File: config.mk
export PLATFORM = sky130hd
export DESIGN_NAME = vga_result_scanner_flat
export DESIGN_NICKNAME = d
export VERILOG_FILES = /design/src/rtl/vga_pkg.sv /design/src/rtl/vga_result_scanner_if.sv /design/src/rtl/vga_timing_gen.sv /design/src/rtl/vga_result_scanner.sv /design/src/flat_wrapper.sv
export SDC_FILE = /design/constraint.sdc
export NUM_CORES = 1
export LEC_CHECK = 0
export ABC_CLOCK_PERIOD_IN_PS = 5300
export CORE_MARGIN = 2
export CORE_UTILIZATION = 45
export CTS_BUF_LIST = sky130_fd_sc_hd__clkbuf_8
export CTS_CLUSTER_DIAMETER = 200
export CTS_CLUSTER_SIZE = 25
export DETAILED_ROUTE_END_ITERATION = 8
export PLACE_DENSITY_LB_ADDON = 0.25
export REMOVE_ABC_BUFFERS = 1
export SLEW_MARGIN = 20
export SYNTH_ARGS = -nofsm -noshare
export SYNTH_HDL_FRONTEND = slang
export SYNTH_SLANG_ARGS = --single-unit
File: constraint.sdc
create_clock -name clk -period 5.3 [get_ports clk]
set_clock_uncertainty 0.2 [all_clocks]
set_input_delay 1.06 -clock clk [delete_from_list [all_inputs] [get_ports clk]]
set_output_delay 1.06 -clock clk [all_outputs]
set_load 0.01 [all_outputs]
File: src/rtl/vga_pkg.sv
// vga_pkg: shared 640x480@60 timing constants and scanner states.
// Used by vga_timing_gen and vga_result_scanner.
package vga_pkg;
  localparam int DIV       = 4;
  localparam int H_SYNC    = 96;
  localparam int H_BP_END  = 144;
  localparam int H_ACT_END = 784;
  localparam int H_TOTAL   = 800;
  localparam int V_SYNC    = 2;
  localparam int V_BP_END  = 35;
  localparam int V_ACT_END = 515;
  localparam int V_TOTAL   = 525;
  localparam int CNT_W     = 10;
  localparam int COLOR_W   = 4;

  typedef enum logic [1:0] {
    IDLE  = 2'd0,
    ARMED = 2'd1,
    SHOW  = 2'd2
  } state_t;
endpackage

File: src/rtl/vga_result_scanner_if.sv
// vga_result_scanner_if: result memory read port.
// master = scanner, slave = result memory.
interface vga_result_scanner_if #(
  parameter int ADDR_W = 13
);
  logic              rd_en;
  logic [ADDR_W-1:0] rd_addr;
  logic              rd_data;

  modport master (
    output rd_en,
    output rd_addr,
    input  rd_data
  );
  modport slave (
    input  rd_en,
    input  rd_addr,
    output rd_data
  );
endinterface

File: src/rtl/vga_timing_gen.sv
// vga_timing_gen: pixel divider, h/v counters and raw sync decode.
// Outputs are undelayed; the top aligns them with the colour path.
module vga_timing_gen
  import vga_pkg::*;
#(
  parameter int H_SYNC    = vga_pkg::H_SYNC,
  parameter int H_BP_END  = vga_pkg::H_BP_END,
  parameter int H_ACT_END = vga_pkg::H_ACT_END,
  parameter int H_TOTAL   = vga_pkg::H_TOTAL,
  parameter int V_SYNC    = vga_pkg::V_SYNC,
  parameter int V_BP_END  = vga_pkg::V_BP_END,
  parameter int V_ACT_END = vga_pkg::V_ACT_END,
  parameter int V_TOTAL   = vga_pkg::V_TOTAL
) (
  input  logic             clk,
  input  logic             rst,
  output logic             pix_ce,
  output logic [CNT_W-1:0] hcnt,
  output logic [CNT_W-1:0] vcnt,
  output logic             HS,
  output logic             VS,
  output logic             hFree,
  output logic             vFree
);
  localparam int DW = $clog2(DIV);
  localparam logic [DW-1:0] DIV_LAST = DW'(DIV - 1);

  localparam logic [CNT_W-1:0] HSE = CNT_W'(H_SYNC);
  localparam logic [CNT_W-1:0] HBP = CNT_W'(H_BP_END);
  localparam logic [CNT_W-1:0] HAC = CNT_W'(H_ACT_END);
  localparam logic [CNT_W-1:0] HLS = CNT_W'(H_TOTAL - 1);
  localparam logic [CNT_W-1:0] VSE = CNT_W'(V_SYNC);
  localparam logic [CNT_W-1:0] VBP = CNT_W'(V_BP_END);
  localparam logic [CNT_W-1:0] VAC = CNT_W'(V_ACT_END);
  localparam logic [CNT_W-1:0] VLS = CNT_W'(V_TOTAL - 1);

  logic [DW-1:0] div;

  assign pix_ce = (div == DIV_LAST);

  always_ff @(posedge clk or posedge rst) begin
    if (rst) begin
      div <= '0;
    end else begin
      div <= pix_ce ? '0 : div + DW'(1);
    end
  end

  always_ff @(posedge clk or posedge rst) begin
    if (rst) begin
      hcnt <= '0;
      vcnt <= '0;
    end else if (pix_ce) begin
      if (hcnt == HLS) begin
        hcnt <= '0;
        vcnt <= (vcnt == VLS) ? '0 : vcnt + CNT_W'(1);
      end else begin
        hcnt <= hcnt + CNT_W'(1);
      end
    end
  end

  assign HS    = (hcnt >= HSE);
  assign VS    = (vcnt >= VSE);
  assign hFree = (hcnt >= HBP) && (hcnt < HAC);
  assign vFree = (vcnt >= VBP) && (vcnt < VAC);
endmodule

File: src/rtl/vga_result_scanner.sv
// vga_result_scanner: shows the CNN result window on VGA once armed.
// Define VGA_RESULT_BORDER_EN to draw a green ring around the window.
module vga_result_scanner
  import vga_pkg::*;
#(
  parameter int H_SYNC    = vga_pkg::H_SYNC,
  parameter int H_BP_END  = vga_pkg::H_BP_END,
  parameter int H_ACT_END = vga_pkg::H_ACT_END,
  parameter int H_TOTAL   = vga_pkg::H_TOTAL,
  parameter int V_SYNC    = vga_pkg::V_SYNC,
  parameter int V_BP_END  = vga_pkg::V_BP_END,
  parameter int V_ACT_END = vga_pkg::V_ACT_END,
  parameter int V_TOTAL   = vga_pkg::V_TOTAL,
  parameter int WIN_X0    = 289,
  parameter int WIN_Y0    = 199,
  parameter int WIN_W     = 62,
  parameter int WIN_H     = 82,
  parameter int ADDR_W    = 13
) (
  input  logic                 clk,
  input  logic                 rst,
  input  logic                 done,
  input  logic                 stage5,
  vga_result_scanner_if.master mem,
  output logic [COLOR_W-1:0]   r,
  output logic [COLOR_W-1:0]   g,
  output logic [COLOR_W-1:0]   b,
  output logic                 HS,
  output logic                 VS,
  output logic                 hFree,
  output logic                 vFree,
  output logic                 busy
);
  localparam logic [CNT_W-1:0] X0 = CNT_W'(WIN_X0);
  localparam logic [CNT_W-1:0] X1 = CNT_W'(WIN_X0 + WIN_W);
  localparam logic [CNT_W-1:0] Y0 = CNT_W'(WIN_Y0);
  localparam logic [CNT_W-1:0] Y1 = CNT_W'(WIN_Y0 + WIN_H);
  localparam logic [ADDR_W-1:0] XA = ADDR_W'(WIN_X0);
  localparam logic [ADDR_W-1:0] YA = ADDR_W'(WIN_Y0);
  localparam logic [ADDR_W-1:0] WA = ADDR_W'(WIN_W);

  logic             pix_ce;
  logic [CNT_W-1:0] hcnt;
  logic [CNT_W-1:0] vcnt;
  logic             hs_raw;
  logic             vs_raw;
  logic             hf_raw;
  logic             vf_raw;

  vga_timing_gen #(
    .H_SYNC   (H_SYNC),
    .H_BP_END (H_BP_END),
    .H_ACT_END(H_ACT_END),
    .H_TOTAL  (H_TOTAL),
    .V_SYNC   (V_SYNC),
    .V_BP_END (V_BP_END),
    .V_ACT_END(V_ACT_END),
    .V_TOTAL  (V_TOTAL)
  ) u_tg (
    .clk   (clk),
    .rst   (rst),
    .pix_ce(pix_ce),
    .hcnt  (hcnt),
    .vcnt  (vcnt),
    .HS    (hs_raw),
    .VS    (vs_raw),
    .hFree (hf_raw),
    .vFree (vf_raw)
  );

  state_t            state;
  logic              show;
  logic              frame_start;
  logic              in_win;
  logic              ring;
  logic [ADDR_W-1:0] addr;

  assign show        = (state == SHOW);
  assign busy        = show;
  assign frame_start = pix_ce && (hcnt == '0) && (vcnt == '0);

  always_ff @(posedge clk or posedge rst) begin
    if (rst) begin
      state <= IDLE;
    end else begin
      unique case (state)
        IDLE:    if (done && stage5) state <= ARMED;
        ARMED:   if (frame_start) state <= SHOW;
        SHOW:    state <= SHOW;
        default: state <= IDLE;
      endcase
    end
  end

  assign in_win = show && (hcnt >= X0) && (hcnt < X1)
               && (vcnt >= Y0) && (vcnt < Y1);

`ifdef VGA_RESULT_BORDER_EN
  localparam logic [CNT_W-1:0] BX0 = CNT_W'(WIN_X0 - 1);
  localparam logic [CNT_W-1:0] BY0 = CNT_W'(WIN_Y0 - 1);

  // Bounding box one pixel larger than the window, minus the window.
  assign ring = show && !in_win
             && (hcnt >= BX0) && (hcnt <= X1)
             && (vcnt >= BY0) && (vcnt <= Y1);
`else
  assign ring = 1'b0;
`endif

  assign addr = (ADDR_W'(vcnt) - YA) * WA + (ADDR_W'(hcnt) - XA);

  logic              rd_en_q;
  logic [ADDR_W-1:0] rd_addr_q;
  logic [1:0]        ce_d;
  logic [1:0]        win_d;
  logic [1:0]        brd_d;
  logic [2:0]        hs_d;
  logic [2:0]        vs_d;
  logic [2:0]        hf_d;
  logic [2:0]        vf_d;
  logic              pix;

  assign mem.rd_en   = rd_en_q;
  assign mem.rd_addr = rd_addr_q;
  assign pix         = win_d[1] & mem.rd_data;

  // Sync/free lag the counters by 3 clks to line up with r/g/b.
  always_ff @(posedge clk or posedge rst) begin
    if (rst) begin
      rd_en_q   <= 1'b0;
      rd_addr_q <= '0;
      ce_d      <= '0;
      win_d     <= '0;
      brd_d     <= '0;
      hs_d      <= '1;
      vs_d      <= '1;
      hf_d      <= '0;
      vf_d      <= '0;
      r         <= '0;
      g         <= '0;
      b         <= '0;
    end else begin
      rd_en_q <= pix_ce && in_win;
      if (pix_ce && in_win) rd_addr_q <= addr;
      ce_d  <= {ce_d[0], pix_ce};
      win_d <= {win_d[0], in_win};
      brd_d <= {brd_d[0], ring};
      hs_d  <= {hs_d[1:0], hs_raw};
      vs_d  <= {vs_d[1:0], vs_raw};
      hf_d  <= {hf_d[1:0], hf_raw};
      vf_d  <= {vf_d[1:0], vf_raw};
      if (ce_d[1]) begin
        r <= {COLOR_W{pix}};
        g <= {COLOR_W{pix | brd_d[1]}};
        b <= {COLOR_W{pix}};
      end
    end
  end

  assign HS    = hs_d[2];
  assign VS    = vs_d[2];
  assign hFree = hf_d[2];
  assign vFree = vf_d[2];
endmodule

File: src/flat_wrapper.sv
// flat-port wrapper written by rule: the top's interface ports become plain ports
module vga_result_scanner_flat import vga_pkg::*;
#(
  parameter int H_SYNC    = vga_pkg::H_SYNC,
  parameter int H_BP_END  = vga_pkg::H_BP_END,
  parameter int H_ACT_END = vga_pkg::H_ACT_END,
  parameter int H_TOTAL   = vga_pkg::H_TOTAL,
  parameter int V_SYNC    = vga_pkg::V_SYNC,
  parameter int V_BP_END  = vga_pkg::V_BP_END,
  parameter int V_ACT_END = vga_pkg::V_ACT_END,
  parameter int V_TOTAL   = vga_pkg::V_TOTAL,
  parameter int WIN_X0    = 289,
  parameter int WIN_Y0    = 199,
  parameter int WIN_W     = 62,
  parameter int WIN_H     = 82,
  parameter int ADDR_W    = 13
)
  (clk, rst, done, stage5, r, g, b, HS, VS, hFree, vFree, busy, mem_rd_en, mem_rd_addr, mem_rd_data);
  vga_result_scanner_if #(.ADDR_W(ADDR_W)) mem_i ();
  input  logic clk;
  input  logic rst;
  input  logic done;
  input  logic stage5;
  output logic [COLOR_W-1:0] r;
  output logic [COLOR_W-1:0] g;
  output logic [COLOR_W-1:0] b;
  output logic HS;
  output logic VS;
  output logic hFree;
  output logic vFree;
  output logic busy;
  output wire logic [$bits(mem_i.rd_en)-1:0] mem_rd_en;
  output wire logic [$bits(mem_i.rd_addr)-1:0] mem_rd_addr;
  input wire logic [$bits(mem_i.rd_data)-1:0] mem_rd_data;
  assign mem_rd_en = mem_i.rd_en;
  assign mem_rd_addr = mem_i.rd_addr;
  assign mem_i.rd_data = mem_rd_data;
  vga_result_scanner #(.H_SYNC(H_SYNC), .H_BP_END(H_BP_END), .H_ACT_END(H_ACT_END), .H_TOTAL(H_TOTAL), .V_SYNC(V_SYNC), .V_BP_END(V_BP_END), .V_ACT_END(V_ACT_END), .V_TOTAL(V_TOTAL), .WIN_X0(WIN_X0), .WIN_Y0(WIN_Y0), .WIN_W(WIN_W), .WIN_H(WIN_H), .ADDR_W(ADDR_W)) u_core (.clk(clk), .rst(rst), .done(done), .stage5(stage5), .mem(mem_i), .r(r), .g(g), .b(b), .HS(HS), .VS(VS), .hFree(hFree), .vFree(vFree), .busy(busy));
endmodule
; ---- Word-level counts from Yosys, hierarchy flattened
; Index checks and enable logic that the tools add are counted.
[totals]
reg_bits = 55
latch_bits = 0
mem_bits_rw = 0
rom_bits = 0
out_inout_bits = 31
wordCells = 59
n_memories = 0
[classes]
add_sub_neg = 6
multipliers = 1
div_mod_pow = 0
n_lt_le_gt_ge = 10
n_eq_ne = 7
n_shift = 0
n_mux = 6
n_bitwise = 1
reduce_logical = 15
[op_table]
columns = cell, count
row1 = "adder 10 x 1 -> 10 bit, second input constant", 2
row2 = "equality test 10 bit, second input constant", 2
row3 = "greater-or-equal comparator 10 x 8 -> 1 bit, second input constant", 2
row4 = logical NOT 10 bit, 2
row5 = "less-than comparator 10 bit, second input constant", 2
row6 = "less-than comparator 10 x 9 -> 1 bit, second input constant", 2
row7 = 2-to-1 mux 10 bit, 2
row8 = adder 13 bit, 1
row9 = "multiplier 13 x 5 -> 12 bit, second input constant", 1
row10 = "subtractor 10 x 8 -> 11 bit, second input constant", 1
row11 = "subtractor 10 x 9 -> 11 bit, second input constant", 1
row12 = "greater-or-equal comparator 10 x 2 -> 1 bit, second input constant", 1
row13 = "greater-or-equal comparator 10 x 6 -> 1 bit, second input constant", 1
row14 = "greater-or-equal comparator 10 x 7 -> 1 bit, second input constant", 1
row15 = "greater-or-equal comparator 10 x 9 -> 1 bit, second input constant", 1
row16 = logical AND 1 bit, 10
row17 = 2-to-1 mux 2 bit, 3
row18 = case mux 2 bit (3 select lines), 1
row19 = "equality test 2 bit, second input constant", 2
row20 = "!= test 2 x 1 -> 1 bit, second input constant", 2
row21 = AND reduction 2 bit, 2
row22 = "adder 2 x 1 -> 2 bit, second input constant", 1
row23 = "equality test 2 x 1 -> 1 bit, second input constant", 1
row24 = logical NOT 2 bit, 1
row25 = bitwise AND 1 bit, 1

; ---- Longest topological paths before layout
; Gate-level depths: netlist of run 1.
[depth]
ltp_word = 6
ltp_mapped = 24
depth_no_buf = 23

; ---- By module
; A second synthesis of run 1 with hierarchy kept.
[unflattened]
hier_cells = 461
hier_area_um2 = 4395.5
[modules_own_cells]
columns = module, n_inst, cells_each, area_per_inst_um2
row1 = vga_result_scanner, 1, 337, 3139.3
row2 = vga_timing_gen, 1, 124, 1256.2

; ---- Worst setup path after synthesis of run 1
; Ideal clock, no wire load.
[synth_path]
path_kind = register to register
start = register u_core.u_tg.vcnt[1]
end = register u_core.rd_addr_q[12] (netlist: u_core.mem.rd_addr[12])
setup_ns = 0.130
t_arrival_ns = 5.084
t_required_ns = 4.970
setup_slack_ns = -0.114
path_stages_with_launch = 22
path_buffers = 1
synth_period_minus_slack_ns = 5.414
cell_sequence = dfrtp_1 > ha_1 > buf_6 > a21oi_1 > xor2_1 > inv_1 > xnor2_1 > xor2_1 > ha_1 > xor2_1 > fa_1 > inv_1 > ha_1 > or4_1 > a31oi_1 > xnor2_1 > ha_1 > or3_1 > o21ai_0 > a31oi_1 > xnor3_1 > o21ai_1
[synth_via]
elab_chain_len = 4
[synth_rtl]
columns = item, line_no
row1 = "start, declared", vga_timing_gen.sv:19  ; output logic [CNT_W-1:0] vcnt,
row2 = "start signal, assigned", vga_timing_gen.sv:56  ; vcnt <= (vcnt == VLS) ? '0 : vcnt + CNT_W'(1);
row3 = branches (longest 4 deep; another with multiplier 13 x 5 -> 12 bit), n/a
row4 = "end signal, assigned", vga_result_scanner.sv:144  ; if (pix_ce && in_win) rd_addr_q <= addr;
row5 = "end, declared", vga_result_scanner.sv:113  ; logic [ADDR_W-1:0] rd_addr_q;
; Several ways; the timed one is not identified.
; A chain may end at the register's enable or synchronous reset.

; ---- Final worst setup path of run 1
; Ends and elaborated chain as after synthesis.

==> summary.log, run 1 <==
INFO  clock_tree     cts_hold_buf=0
INFO  synth          post_synth_instance_area=4290squm
INFO  routing        wl_met3=426microns
INFO  grt            antenna_found_initial=0
INFO  synth          seq_area_frac_synth=0.322
INFO  critical_path  timing.critical_path.slowest_stage_cell=sky130_fd_sc_hd__or4_4
INFO  place          io_buffers=35
INFO  floorplan      num_io_pins=36
INFO  pwr            reported_leakage_power=2.36nW
INFO  floorplan      initial_core_util=0.465
INFO  cells_and_area fin_nets=569
INFO  synth          post-synth-top-area-cell=sky130_fd_sc_hd__dfrtp_1
INFO  timing         final_worst_hold_slack=0.156ns
INFO  clock_tree     clkLatencyLatePin=0.32ns
INFO  timing         timing.slew.headroom=0.503
INFO  synth          synth_async_reset_ratio=1.00
INFO  routing        detailed_route_wire_length_per_cell=14.0microns
INFO  timing         worst_slew_pin_slew=0.744ns
INFO  run            maxCapViolCount=0
INFO  routing        route.layer.met1.wl=4.06mm
INFO  cells_and_area diodes=0
INFO  pwr            total_power=0.765mW
INFO  synth          synth_mux_area_frac=0.0149
INFO  synth          synth_xor_area_frac=0.123
INFO  routing        drtPass1Iterations=4
INFO  pwr            vdd_ir_drop_max=106uV
INFO  worst_hold_path hold_path_startpoint=u_core.hs_d[1]$_DFF_PP1_
INFO  routing        top_layer_used=met4
INFO  synth          synth.avg_cell_area=9.06squm
INFO  routing        wl=8.96mm
INFO  synth          yosys_most_used_dff=sky130_fd_sc_hd__dfrtp_1
INFO  critical_path  critPathBufInv=3
INFO  clock_tree     ctsRootBufferMaster=sky130_fd_sc_hd__clkbuf_8
INFO  critical_path  worstPathCellList=buf_4 > and3_4 > xnor2_4 > buf_6 > xnor2_4 > xor2_1 > ha_1 > xor2_1 > fa_1 > inv_1 > ha_4 > or4_4 > a31oi_4 > xnor2_1 > ha_1 > or3_1 > o21ai_0 > a31oi_1 > xnor3_1 > o21ai_1
INFO  timing         timing.final.setup_violations=0
INFO  critical_path  cp_data_required_time=5.28ns
INFO  synth          synth.top_cells.by_area=sky130_fd_sc_hd__dfrtp_1 (29%), sky130_fd_sc_hd__ha_1 (12%), sky130_fd_sc_hd__xnor2_1 (6.7%), sky130_fd_sc_hd__fa_1 (6.1%), sky130_fd_sc_hd__nand2_1 (4.5%)
INFO  floorplan      fp.dieArea=10300squm
INFO  critical_path  worstPathMaxFanout=5
INFO  timing         final_hold_viol_count=0
INFO  cells_and_area fillerInstances=820
INFO  grt            grt-ovfl-total=0
INFO  critical_path  worst_setup_path_start_kind=register
INFO  routing        drt_initial_violations=95
INFO  clock_tree     clkSlewWorstSetupHoldPaths=0.12ns
INFO  timing         finalWorstPathRequiredPeriod=5.03ns
INFO  critical_path  timing.critical_path.arrival=5.00ns
INFO  floorplan      die-height=102microns
INFO  synth          yosysUniqueCellTypes=51
INFO  floorplan      dieWidth=102microns
INFO  synth          synth-warning-count=0
INFO  grt            globalRouteTotalUtil=0.179
INFO  clock_tree     tritoncts.num_buffers=5
INFO  grt            grt_first_pass_wirelength=14.9mm
INFO  place          hpwlAfterDp=6.57mm
INFO  worst_hold_path hold_path_class=reg2reg
INFO  routing        ant_nets=0
INFO  floorplan      std_cell_rows=35
INFO  clock_tree     cts_sinks=55
INFO  routing        met2_wirelength=4.37mm
INFO  pwr            power_per_cell_area=148nW/um^2
INFO  synth          synth-simple-area-share=0.149
INFO  timing         maxClockFrequency=199MHz
INFO  critical_path  rr_startpoint=u_core.u_tg.vcnt[1]$_DFFE_PP0P_
INFO  synth          number_of_enable_type_register_cells_in_the_synthesized_netlist=0
INFO  synth          synth.ff_latch_count=55
INFO  critical_path  critical-path-top-delay-family=adder cells
INFO  cells_and_area syn_to_final_growth=20.1%
INFO  place          gp_congestion=0.854
INFO  clock_tree     clockBufferDepth=2
INFO  routing        vias=3287
INFO  synth          synth_top_area_frac=0.286
INFO  critical_path  timing_worst_setup_path_type=reg2reg
INFO  cells_and_area multi_input_area=2770squm
INFO  routing        drcViolationCount=0
INFO  clock_tree     htreeDepth=2
INFO  grt            first_global_vias=3196
INFO  critical_path  worstSetupEndpointType=register
INFO  routing        route.detailed.vias_per_inst=5.13
INFO  synth          post_synth_inst_count=474
INFO  timing         min_period_over_period=0.948
INFO  status         status=complete, no violations
INFO  grt            grt_max_degree=56
INFO  synth          synth_adder_area_share=0.182
INFO  synth          synth_top_family_by_area=adder cells
INFO  timing         final_max_slew_viol_count=0
INFO  timing         rsz0062_at_grt=false
INFO  synth          synth_compound_area_frac=0.125
INFO  critical_path  cp-startpoint=u_core.u_tg.vcnt[1]$_DFFE_PP0P_
INFO  cells_and_area drive_gt1_frac=0.154
INFO  critical_path  crit_path_max_cell_delay=0.55ns
INFO  clock_tree     cts_tree=done
INFO  floorplan      design.core.area=9240squm
INFO  cells_and_area layout.area.seq=1390squm
==> final cells by class <==
class,instances,area share
clock inverter,3,0.00655
inverter,48,0.0349
sequential,55,0.269
timing repair buffer,62,0.108
multi-input combinational,339,0.537
tap,129,0.0313
clock buffer,5,0.0133
==> flip-flops by register name, summed over array words and instances (netlist names), 2 cells and up <==
signal,flops
u_core.win_d,2
u_core.u_tg.div,2
u_core.mem.rd_addr,13
u_core.ce_d,2
u_core.hf_d,3
u_core.vs_d,3
u_core.u_tg.hcnt,10
u_core.u_tg.vcnt,10
u_core.vf_d,3
u_core.state,2
u_core.hs_d,3
==> kinds of logic after synthesis <==
group	count (synthesis)
AND/OR/NAND/NOR	135
AO/OA/AOI/OAI	88
buffers and inverters	80
XOR/XNOR	55
adder cells (fa/ha/maj)	55
flip-flops	55
multiplexers	6
==> through the flow <==
| stage | utilization | TNS (ns) | area [sq um] | worst slack [ns] | std cells |
|---|---|---|---|---|---|
| 2_1_floorplan | - | -0.129 | 4110 | -0.129 | 442 |
| 3_3_place_gp | 0.518 | 0 | 4780 | 0.0925 | 627 |
| 3_5_place_dp | 0.518 | -0.0910 | 4780 | -0.0910 | 627 |
| 4_1_cts | 0.535 | 0 | 4940 | 0.0109 | 636 |
| 5_1_grt | 0.558 | 0 | 5160 | 0.0925 | 641 |
| 6_report | 0.558 | 0 | 5160 | 0.275 | 641 |
==> cell usage after synthesis, types with 2 or more instances <==
library cell               count
sky130_fd_sc_hd__o21bai_1      2
sky130_fd_sc_hd__o22ai_1       3
sky130_fd_sc_hd__a31oi_1       3
sky130_fd_sc_hd__nor2b_1       8
sky130_fd_sc_hd__o21ai_0      37
sky130_fd_sc_hd__clkbuf_1     15
sky130_fd_sc_hd__fa_1         13
sky130_fd_sc_hd__nand4_1      10
sky130_fd_sc_hd__a21boi_0      2
sky130_fd_sc_hd__xnor2_1      33
sky130_fd_sc_hd__buf_2         4
sky130_fd_sc_hd__dfrtp_1      49
sky130_fd_sc_hd__o211ai_1      2
sky130_fd_sc_hd__a21o_1        3
sky130_fd_sc_hd__mux2_2        3
sky130_fd_sc_hd__buf_4        11
sky130_fd_sc_hd__xor2_1       19
sky130_fd_sc_hd__nor3_1        9
sky130_fd_sc_hd__or3_1         3
sky130_fd_sc_hd__dfstp_2       6
sky130_fd_sc_hd__xnor3_1       2
sky130_fd_sc_hd__or4_1         2
sky130_fd_sc_hd__buf_6         2
sky130_fd_sc_hd__nor2_1       25
sky130_fd_sc_hd__a21oi_1      20
sky130_fd_sc_hd__o31ai_1       4
sky130_fd_sc_hd__maj3_1        2
sky130_fd_sc_hd__inv_1        48
sky130_fd_sc_hd__and3_1        5
sky130_fd_sc_hd__nand3_1       8
sky130_fd_sc_hd__nand2_1      52
sky130_fd_sc_hd__mux2i_1       3
sky130_fd_sc_hd__a211o_1       2
sky130_fd_sc_hd__ha_1         40
sky130_fd_sc_hd__o21a_1        2
sky130_fd_sc_hd__nor4_1        3
sky130_fd_sc_hd__nand2b_1      5
==> report_power, final <==
group,switching [mW],internal (mW)
combinational,0.0351,0.0366
sequential,0.00538,0.428
clock,0.160,0.0999
total,0.200,0.565
==> layer usage <==
metal | global-route usage | up-vias
met1 | 0.241 | 1565
met3 | 0.0304 | 8
met5 | 0 | -
met2 | 0.300 | 76
li1 | - | 1638
met4 | 0.0437 | 0
==> layout by cell type, fill, tap and decap left out, drive strengths merged, types with 9 or more instances in the layout <==
master	count
xor2	19
a21oi	20
dfrtp	49
clkdlybuf4s50	35
fa	13
o21ai	38
buf	27
nor3	9
ha	40
xnor2	34
nor2	26
nand2	53
inv	49
nand4	10
==> worst reg2reg max path: cells and delay by family, from the launching register on <==
kind                       cells  cell delay [ns]
adders and majority gates      4             1.23
DFF                            1             0.47
and+or+nand+nor                3             1.07
AOI/OAI and AO/OA              4             0.42
xor gates and xnor gates       6             1.11
buffers and inverters          3             0.38
==> path summary, 6_finish.rpt <==
kind | to | slack [ns] | cells past startpoint
max | u_core.mem.rd_addr[12]$_DFFE_PP0P_ | 0.27 | 20
max in group asynchronous | u_core.u_tg.vcnt[0]$_DFFE_PP0P_ | 3.37 | 3
min | u_core.hs_d[2]$_DFF_PP1_ | 0.16 | 0
max reg2reg | u_core.mem.rd_addr[12]$_DFFE_PP0P_ | 0.27 | 20
min reg2reg | u_core.hs_d[2]$_DFF_PP1_ | 0.16 | 0
min in group asynchronous | u_core.ce_d[0]$_DFF_PP0_ | 1.03 | 3
==> timing repair <==
action / CTS / global route
pin swaps: 0 / 12
setup buffers: 1 / 5
endpoints found under the setup margin: 1 / 1
resized for setup: 8 / 33
Note: power is estimated with default switching activity, not from simulation.
==> run 2, diff against run 1 <==
--- a/config.mk
+++ b/config.mk
@@ -5,9 +5,10 @@
 export SDC_FILE = /design/constraint.sdc
 export NUM_CORES = 1
 export LEC_CHECK = 0
-export ABC_CLOCK_PERIOD_IN_PS = 5300
+export ABC_AREA = 1
+export ABC_CLOCK_PERIOD_IN_PS = 4440
 export CORE_MARGIN = 2
-export CORE_UTILIZATION = 45
+export CORE_UTILIZATION = 55
 export CTS_BUF_LIST = sky130_fd_sc_hd__clkbuf_8
 export CTS_CLUSTER_DIAMETER = 200
 export CTS_CLUSTER_SIZE = 25
==> constraint.sdc (replaced) <==
create_clock -name clk -period 4.44 [get_ports clk]
set_clock_uncertainty 0.2 [all_clocks]
set_input_delay 0.888 -clock clk [delete_from_list [all_inputs] [get_ports clk]]
set_output_delay 0.888 -clock clk [all_outputs]
set_load 0.01 [all_outputs]
==> summary.log, run 2 <==
INFO  critical_path  crit_path_max_cell_delay=0.49ns [-0.06 ns]
INFO  cells_and_area fin_nets=771 [+36%]
INFO  critical_path  timing_worst_setup_path_type=reg2reg
INFO  synth          post_synth_inst_count=593 [+25%]
INFO  floorplan      fp.dieArea=9250squm [-11%]
INFO  critical_path  ff2ff_path_depth=33 [+65%]
INFO  critical_path  worstReg2RegEnd=u_core.mem.rd_addr[12]$_DFFE_PP0P_
INFO  timing         rsz0062_at_grt=true
INFO  synth          number_of_enable_type_register_cells_in_the_synthesized_netlist=0 [unchanged]
INFO  pwr            reported_leakage_power=3.17nW [+35%]
INFO  routing        wl=13.8mm [+55%]
INFO  pwr            internal_power=0.680mW [+20%]
INFO  routing        ant_nets=0 [unchanged]
INFO  worst_hold_path timing.hold.worst_path_depth=0 [unchanged]
INFO  pwr            power_per_cell_area=145nW/um^2 [-2.5%]
INFO  synth          synth_top_area_frac=0.262 [-0.0232]
INFO  clock_tree     clockBufferDepth=2 [unchanged]
INFO  timing         timing.slew.headroom=0.384 [-0.119]
INFO  grt            grt-ovfl-total=0 [unchanged]
INFO  critical_path  worstSetupEndpointType=register
INFO  timing         final_hold_viol_count=0 [unchanged]
INFO  clock_tree     cts_tree=done
INFO  grt            grt_first_pass_wirelength=19.0mm [+27%]
INFO  status         status=finished, violations left
INFO  clock_tree     tritoncts.num_buffers=5 [unchanged]
INFO  clock_tree     cts_sinks=55 [unchanged]
INFO  critical_path  reg2reg_slack=-0.72ns [-0.99 ns]
INFO  cells_and_area post_layout_nonfiller_instances=819 [+28%]
INFO  routing        drt_initial_violations=406 [+330%]
INFO  critical_path  path_common_cell=sky130_fd_sc_hd__nand2_1
INFO  pwr            share_of_total_power_in_sequential_cells=0.561 [-0.006]
INFO  routing        vias=4660 [+42%]
INFO  cells_and_area final_util=0.775 [+0.217]
INFO  synth          synth.ff_latch_count=55 [unchanged]
INFO  place          dp_slack=-0.672ns [-0.581 ns]
INFO  critical_path  timing.critical_path.slowest_stage_cell=sky130_fd_sc_hd__fa_1
INFO  timing         finalWorstPathRequiredPeriod=5.16ns [+0.132 ns]
INFO  timing         final_worst_hold_slack=0.156ns [+0.000350 ns]
INFO  pwr            total_power=0.921mW [+20%]
INFO  pwr            combinationalPowerShare=0.100 [+0.006]
INFO  synth          synth.top_cells.by_area=sky130_fd_sc_hd__dfrtp_1 (26%), sky130_fd_sc_hd__ha_1 (11%), sky130_fd_sc_hd__inv_1 (9.3%), sky130_fd_sc_hd__nand2_1 (7.8%), sky130_fd_sc_hd__xor2_1 (5.6%)
INFO  floorplan      design.core.area=8220squm [-11%]
INFO  synth          post-synth-top-area-cell=sky130_fd_sc_hd__dfrtp_1
INFO  floorplan      std_cell_rows=33 [-5.7%]
INFO  timing         maxClockFrequency=194MHz [-2.6%]
INFO  synth          synth-warning-count=0 [unchanged]
INFO  routing        drtPass1Iterations=7 [+3]
INFO  cells_and_area mostFrequentLayoutCells=sky130_fd_sc_hd__inv_1 (98), sky130_fd_sc_hd__buf_4 (93), sky130_fd_sc_hd__nand2_1 (84)
INFO  timing         final_max_slew_viol_count=0 [unchanged]
INFO  floorplan      num_io_pins=36 [unchanged]
INFO  place          hpwlAfterDp=8.10mm [+23%]
INFO  timing         setup_ws=-0.718ns [-0.992 ns]
INFO  timing         timing.final.setup_violations=6 [+6]
INFO  synth          yosys.cell_count.top_type=sky130_fd_sc_hd__inv_1
INFO  floorplan      die-height=96.2microns [-5.4%]
INFO  grt            antenna_found_initial=0 [unchanged]
INFO  timing         worst_slew_pin_slew=0.924ns [+0.179 ns]
INFO  pwr            power.switching=0.241mW [+20%]
INFO  critical_path  cp_data_required_time=4.46ns [-0.82 ns]
INFO  place          place_inst=790 [+26%]
INFO  cells_and_area diodes=0 [unchanged]
INFO  timing         min_period_over_period=1.16 [+0.213]
INFO  floorplan      dieWidth=96.2microns [-5.4%]
INFO  critical_path  worstPathMaxFanout=4 [-1]
INFO  place          gp_congestion=0.928 [+8.7%]
INFO  synth          yosysUniqueCellTypes=48 [-5.9%]
INFO  pwr            vdd_ir_drop_max=191uV [+79%]
INFO  floorplan      initial_core_util=0.569 [+0.104]
INFO  clock_tree     ctsRootBufferMaster=sky130_fd_sc_hd__clkbuf_8
INFO  run            maxCapViolCount=0 [unchanged]
INFO  routing        detailed_route_wire_length_per_cell=16.9microns [+21%]
INFO  grt            first_global_vias=4194 [+31%]
INFO  critical_path  worst_setup_path_start_kind=register
INFO  synth          synth.avg_cell_area=7.88squm [-13%]
INFO  clock_tree     cts_hold_buf=0 [unchanged]
INFO  grt            globalRouteTotalUtil=0.263 [+0.0840]
INFO  cells_and_area fillerInstances=500 [-39%]
INFO  synth          yosys_most_used_dff=sky130_fd_sc_hd__dfrtp_1
INFO  clock_tree     htreeDepth=2 [unchanged]
INFO  pwr            clk_network_pwr_share=0.339 [about the same]
INFO  cells_and_area drive_gt1_frac=0.325 [+0.171]
INFO  place          io_buffers=35 [unchanged]
INFO  cells_and_area layout_commonest_cell=sky130_fd_sc_hd__inv_1
INFO  cells_and_area syn_to_final_growth=36.3%
INFO  clock_tree     clkLatencyLatePin=0.33ns [about the same]
INFO  routing        drcViolationCount=0 [unchanged]
INFO  critical_path  rr_startpoint=u_core.u_tg.vcnt[1]$_DFFE_PP0P_
INFO  routing        route.detailed.vias_per_inst=5.69 [+11%]
INFO  worst_hold_path hold_path_class=reg2reg
INFO  clock_tree     clkSlewWorstSetupHoldPaths=0.11ns [about the same]
INFO  pwr            switching_share=0.262 [about the same]
INFO  synth          seq_area_frac_synth=0.296 [-0.0262]
INFO  synth          post_synth_instance_area=4670squm [+8.9%]
INFO  cells_and_area largest_register_ffs=13 [unchanged]
INFO  worst_hold_path hold_path_startpoint=u_core.hs_d[0]$_DFF_PP1_
INFO  worst_hold_path hold-path-endpoint=u_core.hs_d[1]$_DFF_PP1_
INFO  grt            grt_max_degree=56 [unchanged]
INFO  status         violated_checks=setup timing
INFO  synth          synth_async_reset_ratio=1.00 [unchanged]
INFO  critical_path  timing.critical_path.arrival=5.17ns [+0.17 ns]
INFO  synth          netlist_top_cells_count=sky130_fd_sc_hd__inv_1 (116), sky130_fd_sc_hd__nand2_1 (97), sky130_fd_sc_hd__dfrtp_1 (49)
run 2: changes by cell type in the layout (fill, tap and decap cells not counted), moves of 8 or more:
cell / before / now
sky130_fd_sc_hd__buf_4: 26 / 93
sky130_fd_sc_hd__inv_1: 42 / 98
sky130_fd_sc_hd__inv_2: 6 / 23
sky130_fd_sc_hd__nand2_1: 52 / 84
sky130_fd_sc_hd__nand2_2: 1 / 15
sky130_fd_sc_hd__nand2_4: 0 / 9
sky130_fd_sc_hd__nand3_1: 8 / 25
sky130_fd_sc_hd__nor2b_1: 8 / 0
sky130_fd_sc_hd__o21ai_0: 35 / 17
sky130_fd_sc_hd__o21ai_2: 0 / 10
sky130_fd_sc_hd__xnor2_1: 26 / 5
run 2: area by class of cell:
class | instances | area [sq um] | area share
Tap cell | 105 | 131 | 0.0206
Sequential cell | 55 | 1390 | 0.218
Multi-Input combinational cell | 395 | 3190 | 0.500
Clock inverter | 2 | 20.0 | 0.00314
Inverter | 125 | 480 | 0.0754
Timing Repair Buffer | 131 | 1080 | 0.170
Clock buffer | 6 | 82.6 | 0.0130
run 2: worst max-delay path, delay by kind of cell, from the launching register on:
| kind | cells | cell delay, ns |
|---|---|---|
| DFF | 1 | 0.48 |
| and+or+nand+nor | 14 | 1.43 |
| adders and majority gates | 5 | 1.63 |
| buffers and inverters | 7 | 0.52 |
| AOI/OAI and AO/OA | 5 | 0.49 |
| xor gates and xnor gates | 2 | 0.30 |
run 2: logic make-up after synthesis:
family	share of synthesized area
fa+ha+maj	0.163
flops	0.296
buf+inv	0.128
compound gates	0.117
xor+xnor	0.0766
simple gates	0.219
run 2: power groups by stage:
stage | Sequential, mW | Combinational (mW) | Clock, mW
after global placement | 0.525 | 0.0873 | 0
final | 0.516 | 0.0921 | 0.313
after detailed placement | 0.526 | 0.0928 | 0
after floorplan | 0.524 | 0.0634 | 0
after CTS | 0.517 | 0.0935 | 0.318
after global routing | 0.518 | 0.108 | 0.334
run 2: metal layers:
metal	GRT usage	routed length, microns
met5	0	0
met4	0.0893	718
met3	0.0298	989
met2	0.475	7110
met1	0.323	5030
run 2: what timing repair did:
item,in CTS,in global routing
setup buffers,14,9
endpoints found under the setup margin,6,7
pin swaps,22,41
resized for setup,54,62
run 2: worst max-delay path by stage:
stage / start / endpoint / depth (start not counted) / slack, ns
after CTS: u_core.u_tg.vcnt[1]$_DFFE_PP0P_ / u_core.mem.rd_addr[12]$_DFFE_PP0P_ / 27 / -0.42
after global routing: u_core.u_tg.vcnt[1]$_DFFE_PP0P_ / u_core.mem.rd_addr[12]$_DFFE_PP0P_ / 33 / -0.88
final: u_core.u_tg.vcnt[1]$_DFFE_PP0P_ / u_core.mem.rd_addr[12]$_DFFE_PP0P_ / 33 / -0.72
after detailed placement: u_core.u_tg.vcnt[0]$_DFFE_PP0P_ / u_core.mem.rd_addr[12]$_DFFE_PP0P_ / 28 / -0.67
after floorplan: u_core.u_tg.vcnt[0]$_DFFE_PP0P_ / u_core.mem.rd_addr[12]$_DFFE_PP0P_ / 28 / -0.63
after global placement: u_core.u_tg.vcnt[0]$_DFFE_PP0P_ / u_core.mem.rd_addr[12]$_DFFE_PP0P_ / 27 / -0.51
run 2: metrics by stage:
stage | setup TNS [ns] | instance area, sq um
floorplan | -2.51 | 4540
global placement | -2.08 | 5590
finish | -2.52 | 6370
global route | -3.34 | 6370
detailed placement | -3.22 | 5590
CTS | -1.44 | 6040
